File: config.mk
export PLATFORM = sky130hd
export DESIGN_NAME = hazard_ctrl_flat
export DESIGN_NICKNAME = d
export VERILOG_FILES = /design/src/rtl/hazard_if.sv /design/src/rtl/hazard_ctrl.sv /design/src/flat_wrapper.sv
export SDC_FILE = /design/constraint.sdc
export NUM_CORES = 1
export LEC_CHECK = 0
export CAP_MARGIN = 20
export CORE_MARGIN = 1
export CORE_UTILIZATION = 52
export CTS_CLUSTER_SIZE = 30
export DETAILED_ROUTE_END_ITERATION = 6
export PLACE_DENSITY_LB_ADDON = 0.3
export SLEW_MARGIN = 40
export SYNTH_ARGS = -nofsm -noshare
export SYNTH_HDL_FRONTEND = slang
export SYNTH_SLANG_ARGS = --single-unit
File: constraint.sdc
create_clock -name clk -period 4 [get_ports clk]
set_input_delay 0.4 -clock clk [delete_from_list [all_inputs] [get_ports clk]]
set_output_delay 0.4 -clock clk [all_outputs]
set_load 0.02 [all_outputs]
File: src/rtl/hazard_if.sv
// Signal bundle between the pipeline segment registers and the hazard controller.
// The master side drives register addresses and control flags; the slave side returns the hazard, forwarding and counter outputs.
interface hazard_if #(
    parameter int unsigned CNT_W = 32
);
    logic [4:0]       reg1_src_ID;
    logic [4:0]       reg2_src_ID;
    logic [4:0]       reg1_src_EX;
    logic [4:0]       reg2_src_EX;
    logic [4:0]       reg_dest_EX;
    logic [4:0]       reg_dest_MEM;
    logic [4:0]       reg_dest_WB;
    logic             load_EX;
    logic             reg_write_MEM;
    logic             reg_write_WB;
    logic             br_taken_EX;
    logic             jalr_EX;
    logic             jal_ID;
    logic             miss;
    logic             cnt_clr;

    logic             bubbleF, bubbleD, bubbleE, bubbleM, bubbleW;
    logic             flushF, flushD, flushE, flushM, flushW;
    logic [1:0]       op1_sel;
    logic [1:0]       op2_sel;
    logic [CNT_W-1:0] stall_cycles;
    logic [CNT_W-1:0] flush_events;

    modport master (
        output reg1_src_ID, reg2_src_ID, reg1_src_EX, reg2_src_EX,
        output reg_dest_EX, reg_dest_MEM, reg_dest_WB,
        output load_EX, reg_write_MEM, reg_write_WB,
        output br_taken_EX, jalr_EX, jal_ID, miss, cnt_clr,
        input  bubbleF, bubbleD, bubbleE, bubbleM, bubbleW,
        input  flushF, flushD, flushE, flushM, flushW,
        input  op1_sel, op2_sel, stall_cycles, flush_events
    );

    modport slave (
        input  reg1_src_ID, reg2_src_ID, reg1_src_EX, reg2_src_EX,
        input  reg_dest_EX, reg_dest_MEM, reg_dest_WB,
        input  load_EX, reg_write_MEM, reg_write_WB,
        input  br_taken_EX, jalr_EX, jal_ID, miss, cnt_clr,
        output bubbleF, bubbleD, bubbleE, bubbleM, bubbleW,
        output flushF, flushD, flushE, flushM, flushW,
        output op1_sel, op2_sel, stall_cycles, flush_events
    );
endinterface

File: src/rtl/hazard_ctrl.sv
// Hazard controller for the 5-stage RV32I pipeline: bubble/flush generation, EX forwarding,
// data-cache-miss stall FSM with programmable resume delay, and stall/flush performance counters.
module hazard_ctrl #(
    parameter int unsigned RESUME_CYCLES = 1,
    parameter int unsigned CNT_W         = 32
) (
    input  logic     clk,
    input  logic     rst_n,
    hazard_if.slave  hz
);
    localparam int unsigned RES_W       = 4;
    localparam logic [RES_W-1:0] RESUME_INIT = RES_W'(RESUME_CYCLES);

    typedef enum logic [1:0] {
        S_RUN    = 2'd0,
        S_MISS   = 2'd1,
        S_RESUME = 2'd2
    } state_e;

    state_e           r_state;
    state_e           w_state_nxt;
    logic [RES_W-1:0] r_resume_cnt;
    logic [RES_W-1:0] w_resume_nxt;
    logic [CNT_W-1:0] r_stall_cnt;
    logic [CNT_W-1:0] r_flush_cnt;

    logic w_stalled;
    logic w_branch;
    logic w_load_use;

    function automatic logic [1:0] fwd_sel(input logic [4:0] src,
                                           input logic       wr_mem, input logic [4:0] rd_mem,
                                           input logic       wr_wb,  input logic [4:0] rd_wb);
        logic [1:0] sel;
        sel = 2'b00;
        if (src != 5'd0 && wr_mem && rd_mem == src)     sel = 2'b10;
        else if (src != 5'd0 && wr_wb && rd_wb == src)  sel = 2'b01;
        return sel;
    endfunction

    // Stall FSM state register
    always_ff @(posedge clk or negedge rst_n) begin
        if (!rst_n) begin
            r_state      <= S_RUN;
            r_resume_cnt <= '0;
        end else begin
            r_state      <= w_state_nxt;
            r_resume_cnt <= w_resume_nxt;
        end
    end

    // Stall FSM next state; a new miss always wins over the resume countdown
    always_comb begin
        w_state_nxt  = r_state;
        w_resume_nxt = r_resume_cnt;
        case (r_state)
            S_RUN: begin
                if (hz.miss) w_state_nxt = S_MISS;
            end
            S_MISS: begin
                if (!hz.miss) begin
                    w_resume_nxt = RESUME_INIT;
                    w_state_nxt  = (RESUME_CYCLES > 0) ? S_RESUME : S_RUN;
                end
            end
            S_RESUME: begin
                if (hz.miss) begin
                    w_state_nxt = S_MISS;
                end else begin
                    w_resume_nxt = r_resume_cnt - RES_W'(1);
                    if (r_resume_cnt == RES_W'(1)) w_state_nxt = S_RUN;
                end
            end
            default: w_state_nxt = S_RUN;
        endcase
    end

    assign w_stalled  = (r_state != S_RUN);
    assign w_branch   = hz.br_taken_EX | hz.jalr_EX;
    assign w_load_use = hz.load_EX && (hz.reg_dest_EX != 5'd0) &&
                        ((hz.reg_dest_EX == hz.reg1_src_ID) || (hz.reg_dest_EX == hz.reg2_src_ID));

    // Segment-register control, zero latency; stall hold overrides everything
    always_comb begin
        hz.bubbleF = 1'b0;
        hz.bubbleD = 1'b0;
        hz.bubbleE = 1'b0;
        hz.bubbleM = 1'b0;
        hz.bubbleW = 1'b0;
        hz.flushF  = 1'b0;
        hz.flushD  = 1'b0;
        hz.flushE  = 1'b0;
        hz.flushM  = 1'b0;
        hz.flushW  = 1'b0;
        if (w_stalled) begin
            hz.bubbleF = 1'b1;
            hz.bubbleD = 1'b1;
            hz.bubbleE = 1'b1;
            hz.bubbleM = 1'b1;
            hz.bubbleW = 1'b1;
        end else if (w_branch) begin
            hz.flushD = 1'b1;
            hz.flushE = 1'b1;
        end else if (w_load_use) begin
            hz.bubbleF = 1'b1;
            hz.bubbleD = 1'b1;
            hz.flushE  = 1'b1;
        end else if (hz.jal_ID) begin
            hz.flushD = 1'b1;
        end
    end

    assign hz.op1_sel = fwd_sel(hz.reg1_src_EX, hz.reg_write_MEM, hz.reg_dest_MEM,
                                hz.reg_write_WB, hz.reg_dest_WB);
    assign hz.op2_sel = fwd_sel(hz.reg2_src_EX, hz.reg_write_MEM, hz.reg_dest_MEM,
                                hz.reg_write_WB, hz.reg_dest_WB);

    // Wrapping performance counters; clear beats increment
    always_ff @(posedge clk or negedge rst_n) begin
        if (!rst_n) begin
            r_stall_cnt <= '0;
            r_flush_cnt <= '0;
        end else if (hz.cnt_clr) begin
            r_stall_cnt <= '0;
            r_flush_cnt <= '0;
        end else begin
            if (hz.bubbleF)              r_stall_cnt <= r_stall_cnt + CNT_W'(1);
            if (!w_stalled && w_branch)  r_flush_cnt <= r_flush_cnt + CNT_W'(1);
        end
    end

    assign hz.stall_cycles = r_stall_cnt;
    assign hz.flush_events = r_flush_cnt;
endmodule

File: src/flat_wrapper.sv
// flat-port wrapper written by rule: the top's interface ports become plain ports
module hazard_ctrl_flat 
#(
    parameter int unsigned RESUME_CYCLES = 1,
    parameter int unsigned CNT_W         = 32
)
  (clk, rst_n, hz_reg1_src_ID, hz_reg2_src_ID, hz_reg1_src_EX, hz_reg2_src_EX, hz_reg_dest_EX, hz_reg_dest_MEM, hz_reg_dest_WB, hz_load_EX, hz_reg_write_MEM, hz_reg_write_WB, hz_br_taken_EX, hz_jalr_EX, hz_jal_ID, hz_miss, hz_cnt_clr, hz_bubbleF, hz_bubbleD, hz_bubbleE, hz_bubbleM, hz_bubbleW, hz_flushF, hz_flushD, hz_flushE, hz_flushM, hz_flushW, hz_op1_sel, hz_op2_sel, hz_stall_cycles, hz_flush_events);
  hazard_if #(.CNT_W(CNT_W)) hz_i ();
  input  logic clk;
  input  logic rst_n;
  input wire logic [$bits(hz_i.reg1_src_ID)-1:0] hz_reg1_src_ID;
  input wire logic [$bits(hz_i.reg2_src_ID)-1:0] hz_reg2_src_ID;
  input wire logic [$bits(hz_i.reg1_src_EX)-1:0] hz_reg1_src_EX;
  input wire logic [$bits(hz_i.reg2_src_EX)-1:0] hz_reg2_src_EX;
  input wire logic [$bits(hz_i.reg_dest_EX)-1:0] hz_reg_dest_EX;
  input wire logic [$bits(hz_i.reg_dest_MEM)-1:0] hz_reg_dest_MEM;
  input wire logic [$bits(hz_i.reg_dest_WB)-1:0] hz_reg_dest_WB;
  input wire logic [$bits(hz_i.load_EX)-1:0] hz_load_EX;
  input wire logic [$bits(hz_i.reg_write_MEM)-1:0] hz_reg_write_MEM;
  input wire logic [$bits(hz_i.reg_write_WB)-1:0] hz_reg_write_WB;
  input wire logic [$bits(hz_i.br_taken_EX)-1:0] hz_br_taken_EX;
  input wire logic [$bits(hz_i.jalr_EX)-1:0] hz_jalr_EX;
  input wire logic [$bits(hz_i.jal_ID)-1:0] hz_jal_ID;
  input wire logic [$bits(hz_i.miss)-1:0] hz_miss;
  input wire logic [$bits(hz_i.cnt_clr)-1:0] hz_cnt_clr;
  output wire logic [$bits(hz_i.bubbleF)-1:0] hz_bubbleF;
  output wire logic [$bits(hz_i.bubbleD)-1:0] hz_bubbleD;
  output wire logic [$bits(hz_i.bubbleE)-1:0] hz_bubbleE;
  output wire logic [$bits(hz_i.bubbleM)-1:0] hz_bubbleM;
  output wire logic [$bits(hz_i.bubbleW)-1:0] hz_bubbleW;
  output wire logic [$bits(hz_i.flushF)-1:0] hz_flushF;
  output wire logic [$bits(hz_i.flushD)-1:0] hz_flushD;
  output wire logic [$bits(hz_i.flushE)-1:0] hz_flushE;
  output wire logic [$bits(hz_i.flushM)-1:0] hz_flushM;
  output wire logic [$bits(hz_i.flushW)-1:0] hz_flushW;
  output wire logic [$bits(hz_i.op1_sel)-1:0] hz_op1_sel;
  output wire logic [$bits(hz_i.op2_sel)-1:0] hz_op2_sel;
  output wire logic [$bits(hz_i.stall_cycles)-1:0] hz_stall_cycles;
  output wire logic [$bits(hz_i.flush_events)-1:0] hz_flush_events;
  assign hz_i.reg1_src_ID = hz_reg1_src_ID;
  assign hz_i.reg2_src_ID = hz_reg2_src_ID;
  assign hz_i.reg1_src_EX = hz_reg1_src_EX;
  assign hz_i.reg2_src_EX = hz_reg2_src_EX;
  assign hz_i.reg_dest_EX = hz_reg_dest_EX;
  assign hz_i.reg_dest_MEM = hz_reg_dest_MEM;
  assign hz_i.reg_dest_WB = hz_reg_dest_WB;
  assign hz_i.load_EX = hz_load_EX;
  assign hz_i.reg_write_MEM = hz_reg_write_MEM;
  assign hz_i.reg_write_WB = hz_reg_write_WB;
  assign hz_i.br_taken_EX = hz_br_taken_EX;
  assign hz_i.jalr_EX = hz_jalr_EX;
  assign hz_i.jal_ID = hz_jal_ID;
  assign hz_i.miss = hz_miss;
  assign hz_i.cnt_clr = hz_cnt_clr;
  assign hz_bubbleF = hz_i.bubbleF;
  assign hz_bubbleD = hz_i.bubbleD;
  assign hz_bubbleE = hz_i.bubbleE;
  assign hz_bubbleM = hz_i.bubbleM;
  assign hz_bubbleW = hz_i.bubbleW;
  assign hz_flushF = hz_i.flushF;
  assign hz_flushD = hz_i.flushD;
  assign hz_flushE = hz_i.flushE;
  assign hz_flushM = hz_i.flushM;
  assign hz_flushW = hz_i.flushW;
  assign hz_op1_sel = hz_i.op1_sel;
  assign hz_op2_sel = hz_i.op2_sel;
  assign hz_stall_cycles = hz_i.stall_cycles;
  assign hz_flush_events = hz_i.flush_events;
  hazard_ctrl #(.RESUME_CYCLES(RESUME_CYCLES), .CNT_W(CNT_W)) u_core (.clk(clk), .rst_n(rst_n), .hz(hz_i));
endmodule
==> results of run 1 <==
[cell type report]
| cell class | instances | area share [%] |
|---|---|---|
| flip-flops and latches | 70 | 31.3 |
| inverters | 14 | 0.938 |
| repair buffers | 123 | 21.7 |
| well taps | 102 | 2.28 |
| multi-input cells | 358 | 39.7 |
| clock inverters | 5 | 1.45 |
| clock buffers | 11 | 2.70 |
[worst max-delay path, delay by kind of cell]
kind	cells	cell delay (ns)
buffers and inverters	2	1.15
and+or+nand+nor	4	1.09
[cell families after synthesis]
kind of cell	after synthesis	synth area share, %
multiplexers	3	0.758
XOR/XNOR	56	11.9
other	1	0.0909
buffers and inverters	39	4.18
AO/OA/AOI/OAI	94	12.9
AND/OR/NAND/NOR	198	26.5
flip-flops	70	42.4
adder cells (fa/ha/maj)	4	1.21
[sequential cells by signal (all words and copies together), names as in the netlist]
| register | count |
|---|---|
| u_core.hz.stall_cycles | 32 |
| u_core.r_state | 2 |
| u_core.r_resume_cnt | 4 |
| u_core.hz.flush_events | 32 |
[per-stage QoR]
step | cell area [sq um] | setup slack (ns)
floorplan | 4130 | 1.64
global placement | 5360 | 1.07
detailed placement | 5370 | 0.974
CTS | 5600 | 0.969
global route | 5600 | 0.867
finish | 5600 | 0.965
[path summary, 6_finish.rpt]
check,endpoint,startpoint,cells after the start
hold / removal,u_core.hz.stall_cycles[21],rst_n,1
setup / recovery,hz_op2_sel[0],hz_reg2_src_EX[0],6
setup reg to reg,u_core.hz.flush_events[31],u_core.r_state[0],7
hold reg to reg,u_core.hz.flush_events[18],u_core.hz.flush_events[18],2
min in group clk,u_core.hz.stall_cycles[20],hz_cnt_clr,2
max in group asynchronous,u_core.hz.flush_events[11],rst_n,2
[power breakdown]
part	internal [mW]	total (mW)	switching, mW
clock network	0.385	0.651	0.265
logic	0.133	0.298	0.165
registers	0.730	0.759	0.0292
total	1.25	1.71	0.459
[cell usage in the layout (no fill, tap or decap), types with 5 or more instances in the layout]
master,netlist,final
clkdlybuf4s50_1,0,117
dfrtp_1,70,70
nor2_1,43,43
a21oi_1,42,42
xnor2_1,37,37
o21ai_0,31,31
nand2_1,30,30
nand3_1,27,27
or3_1,24,24
xor2_1,19,19
nand4_1,17,17
inv_1,13,13
and3_1,11,11
clkbuf_8,0,11
nor4_1,8,7
and4_1,7,7
or4_1,6,6
a31o_2,6,6
nand4b_1,5,5
and2_1,5,5
buf_4,6,5
[layer usage]
metal  track usage, %  wire length, microns  share of wire, %
met5                0                     0                 0
met2             47.8                  5800                52
met3             6.03                   641               5.8
met4             8.99                   168               1.5
met1             34.1                  4470                40
==> impl_metrics.json, run 1 <==
{
  "rows": 32,
  "grt_pass1_vias": 3925,
  "powerDensity_nw_per_um2": 305,
  "cts_tree": "done",
  "n_antenna_cell": 0,
  "vias": 4001,
  "dieArea_sq_um": 8300,
  "clk_path_buf_depth": 2,
  "synth_top_area_share_pct": 42.4,
  "die_w_microns": 91.1,
  "post_drt_wl_per_cell_microns": 16.2,
  "cts_made_buffers": 9,
  "period_share_pct": 75.9,
  "syn_area_per_cell_sq_um": 8.87,
  "synth_top_area_cell": "dfrtp_1",
  "finalSetupViolCount": 0,
  "crit_fanout": 3,
  "clk_root_buffer_cell": "clkbuf_8",
  "tns_ns": 0,
  "path_clk_slew_ns": 0.08,
  "end_kind": "primary output",
  "htree_levels": 3,
  "relSlewSlack_pct": 48.9,
  "skew_ns": 0.00826,
  "outcome": "complete, no violations",
  "synth_cells": 465,
  "max_slew.worst_pin.slew_ns": 0.767,
  "cap_viol_max_count": 0,
  "ir_drop_mv": 0.306,
  "hold_viol_final": 0,
  "start_util_pct": 53.7,
  "core-area_sq_um": 7690,
  "finalPower_mw": 1.71,
  "crit_arrival_ns": 2.64,
  "postCtsSetupRepairBufs": 0,
  "synth_edf_count": 0,
  "ys_warn_count": 0,
  "drive_gt1_share_pct": 6.54,
  "ys_seq_area_share_pct": 42.4,
  "remaining_drc_errors": 0,
  "gp_congestion": 0.907,
  "ctsHoldBuffers": 0,
  "cp.required_ns": 3.60,
  "io_buffers": 119,
  "wirelength_microns": 11100,
  "post-place-cells": 667,
  "cts.sinks": 70,
  "p_leak_nw": 2.15,
  "maxSlewViolCount": 0,
  "syn2layout_area_growth_pct": 35.8,
  "hold_path.class": "in -> async",
  "synth-seq-cells": 70,
  "drt_iter0_drc": 247,
  "viasPerCell": 5.86,
  "fin_hold_ws_ns": 0.0391,
  "nNetsFinal": 625,
  "antenna_found_initial": 0,
  "max_stage_delay_ns": 0.66,
  "nFillCells": 582,
  "synth_common_cells": "dfrtp_1 (70), nor2_1 (43), a21oi_1 (42)",
  "instances_no_fill": 683,
  "synth_most_common_cell": "dfrtp_1",
  "start_kind": "input pin",
  "r2r_setup_slack_ns": 1.31,
  "die_h_microns": 91.1,
  "worstSkewPairLatency_ns": 0.34,
  "antenna_left": 0,
  "grt_overflow_total": 0,
  "fmax_mhz": 329,
  "critPathSlowestCell": "clkdlybuf4s50_1",
  "ys_types": 47,
  "gr-usage-all-layers_pct": 27.6,
  "worstSetupPathType": "in -> out",
  "postLayoutCoreUtil_pct": 72.9,
  "syn-cell-area_sq_um": 4130,
  "synth-main-ff-cell": "dfrtp_1",
  "crit_chain": "clkdlybuf4s50_1 > or4_1 > nor2_1 > nor4_1 > nor4_1 > clkdlybuf4s50_1",
  "ys_top_cells_by_area": "dfrtp_1 (42%), xnor2_1 (7.9%), a21oi_1 (5.1%), xor2_1 (4.0%), nor2_1 (3.9%)",
  "async_reset_ff_share_pct": 100,
  "multiInputGateArea_sq_um": 2220,
  "pin_count": 123,
  "ctsResizeCount": 0,
  "grt_max_degree": 52,
  "layout.area.seq_sq_um": 1750,
  "min_period_ns": 3.04,
  "drt_first_pass_iters": 4,
  "rsz0062_at_grt": "false",
  "place_hpwl_microns": 8030,
  "grt_pass1_wl_microns": 18500
}
(Power assumes the default switching activity.)
==> run 2, diff against run 1 <==
--- a/config.mk
+++ b/config.mk
@@ -7,7 +7,7 @@
 export LEC_CHECK = 0
 export CAP_MARGIN = 20
 export CORE_MARGIN = 1
-export CORE_UTILIZATION = 52
+export CORE_UTILIZATION = 48
 export CTS_CLUSTER_SIZE = 30
 export DETAILED_ROUTE_END_ITERATION = 6
 export PLACE_DENSITY_LB_ADDON = 0.3
==> constraint.sdc (replaced) <==
create_clock -name clk -period 3 [get_ports clk]
set_input_delay 0.3 -clock clk [delete_from_list [all_inputs] [get_ports clk]]
set_output_delay 0.3 -clock clk [all_outputs]
set_load 0.02 [all_outputs]
==> impl_metrics.json, run 2 (same netlist as run 1, synthesis figures left out) <==
{
  "maxSlewViolCount": 0,
  "die_w_microns": 94.7,
  "n_antenna_cell": 0,
  "ir_drop_mv": 0.201,
  "gr-usage-all-layers_pct": 24.7,
  "grt_max_degree": 71,
  "hold_path.class": "in -> async",
  "tns_ns": 0,
  "cts_tree": "done",
  "antenna_found_initial": 0,
  "grt_pass1_wl_microns": 17500,
  "crit_arrival_ns": 2.49,
  "pre_cts_slack_ns": 0.207,
  "place_hpwl_microns": 7760,
  "cts.sinks": 70,
  "hold_viol_final": 0,
  "wirelength_microns": 10600,
  "grt_pass1_vias": 3682,
  "rsz0062_at_grt": "false",
  "cpMostUsedCell": "clkdlybuf4s50_1",
  "remaining_drc_errors": 0,
  "gp_congestion": 0.920,
  "cp.required_ns": 2.70,
  "pin_count": 123,
  "layout.area.seq_sq_um": 1750,
  "max_stage_delay_ns": 0.61,
  "finalSetupViolCount": 0,
  "crit_fanout": 5,
  "viasPerCell": 5.69,
  "htree_levels": 3,
  "drt_iter0_drc": 183,
  "finalPower_mw": 2.13,
  "syn2layout_area_growth_pct": 35.0,
  "relSlewSlack_pct": 49.8,
  "dieArea_sq_um": 8970,
  "final_common_cell": "clkdlybuf4s50_1",
  "io_buffers": 119,
  "path_clk_slew_ns": 0.09,
  "multiInputGateArea_sq_um": 2220,
  "fmax_mhz": 358,
  "nNetsFinal": 627,
  "postLayoutCoreUtil_pct": 67.5,
  "final_cell_mix": "clkdlybuf4s50_1 (117), dfrtp_1 (70), nor2_1 (42), a21oi_1 (42), xnor2_1 (37)",
  "worst_slack_ns": 0.206,
  "max_slew.worst_pin.slew_ns": 0.753,
  "min_period_ns": 2.79,
  "antenna_left": 0,
  "ctsHoldBuffers": 0,
  "cts_made_buffers": 9,
  "cap_viol_max_count": 0,
  "p_leak_nw": 2.11,
  "die_h_microns": 94.7,
  "powerDensity_nw_per_um2": 383,
  "outcome": "complete, no violations",
  "worstSetupPathType": "in -> out",
  "drt_first_pass_iters": 4,
  "post_drt_wl_per_cell_microns": 15.4,
  "end_kind": "primary output",
  "worstSkewPairLatency_ns": 0.35,
  "clk_root_buffer_cell": "clkbuf_8",
  "start_util_pct": 50.0,
  "core-area_sq_um": 8260,
  "skew_ns": 0.0118,
  "postCtsSetupRepairBufs": 0,
  "grt_overflow_total": 0,
  "rows": 33,
  "period_share_pct": 93.1,
  "drive_gt1_share_pct": 7.03,
  "nFillCells": 660,
  "start_kind": "input pin",
  "clk_path_buf_depth": 2,
  "vias": 3914,
  "crit_chain": "clkdlybuf4s50_1 > or4_1 > o21a_1 > nand2_1 > a31o_2 > clkdlybuf4s50_1",
  "critPathSlowestCell": "clkdlybuf4s50_1"
}
## run 2: final timing paths
kind,start,end,slack [ns],depth (start not counted)
setup reg to reg,u_core.hz.stall_cycles[2],u_core.hz.stall_cycles[17],0.53,6
min in group clk,hz_cnt_clr,u_core.hz.flush_events[20],0.40,2
hold reg to reg,u_core.hz.flush_events[31],u_core.hz.flush_events[31],0.56,2
setup / recovery,hz_reg_dest_EX[0],hz_flushD,0.21,6
max in group asynchronous,rst_n,u_core.hz.stall_cycles[25],2.51,2
hold / removal,rst_n,u_core.hz.stall_cycles[21],0.03,2
## run 2: repair_timing
action                                 4_1_cts  5_1_grt
setup endpoints to repair                    0        1
endpoints found under the hold margin        0        0
gates resized for setup                      0        1
## run 2: layer usage
metal / vias to the layer above / share of wire (%) / GRT usage (%)
li1: 1887 / - / -
met1: 1910 / 44 / 31.9
met2: 102 / 50 / 41.7
met3: 15 / 4.9 / 5.31
met4: 0 / 1.1 / 7.07
met5: - / 0 / 0
## run 2: power by group
part / total [mW] / leakage [nW] / internal (mW) / switching, mW
sequential: 1.01 / 0.966 / 0.972 / 0.0387
clock: 0.727 / 0.0888 / 0.316 / 0.411
combinational: 0.394 / 1.06 / 0.178 / 0.216
total: 2.13 / 2.11 / 1.47 / 0.665
## run 2: worst max-delay path: cells and delay by family
| family | cells | cell delay [ns] |
|---|---|---|
| buffers and inverters | 2 | 1.08 |
| and+or+nand+nor | 2 | 0.69 |
| AOI/OAI and AO/OA | 2 | 0.43 |
## run 2: metrics by stage
stage | std cells | hold WS (ns) | cell area [sq um]
2_1_floorplan | 467 | 0.00441 | 4130
3_3_place_gp | 672 | 0.539 | 5380
3_5_place_dp | 672 | 0.461 | 5380
4_1_cts | 688 | 0.0699 | 5570
5_1_grt | 688 | 0.0981 | 5570
6_report | 688 | 0.0307 | 5570
## run 2: layout make-up
type                    instances  area share [%]
inverters                      14           0.943
clock buffers                   9            2.22
well taps                     105            2.36
repair buffers                125            22.1
flip-flops and latches         70            31.4
clock inverters                 7            1.10
multi-input cells             358            39.8
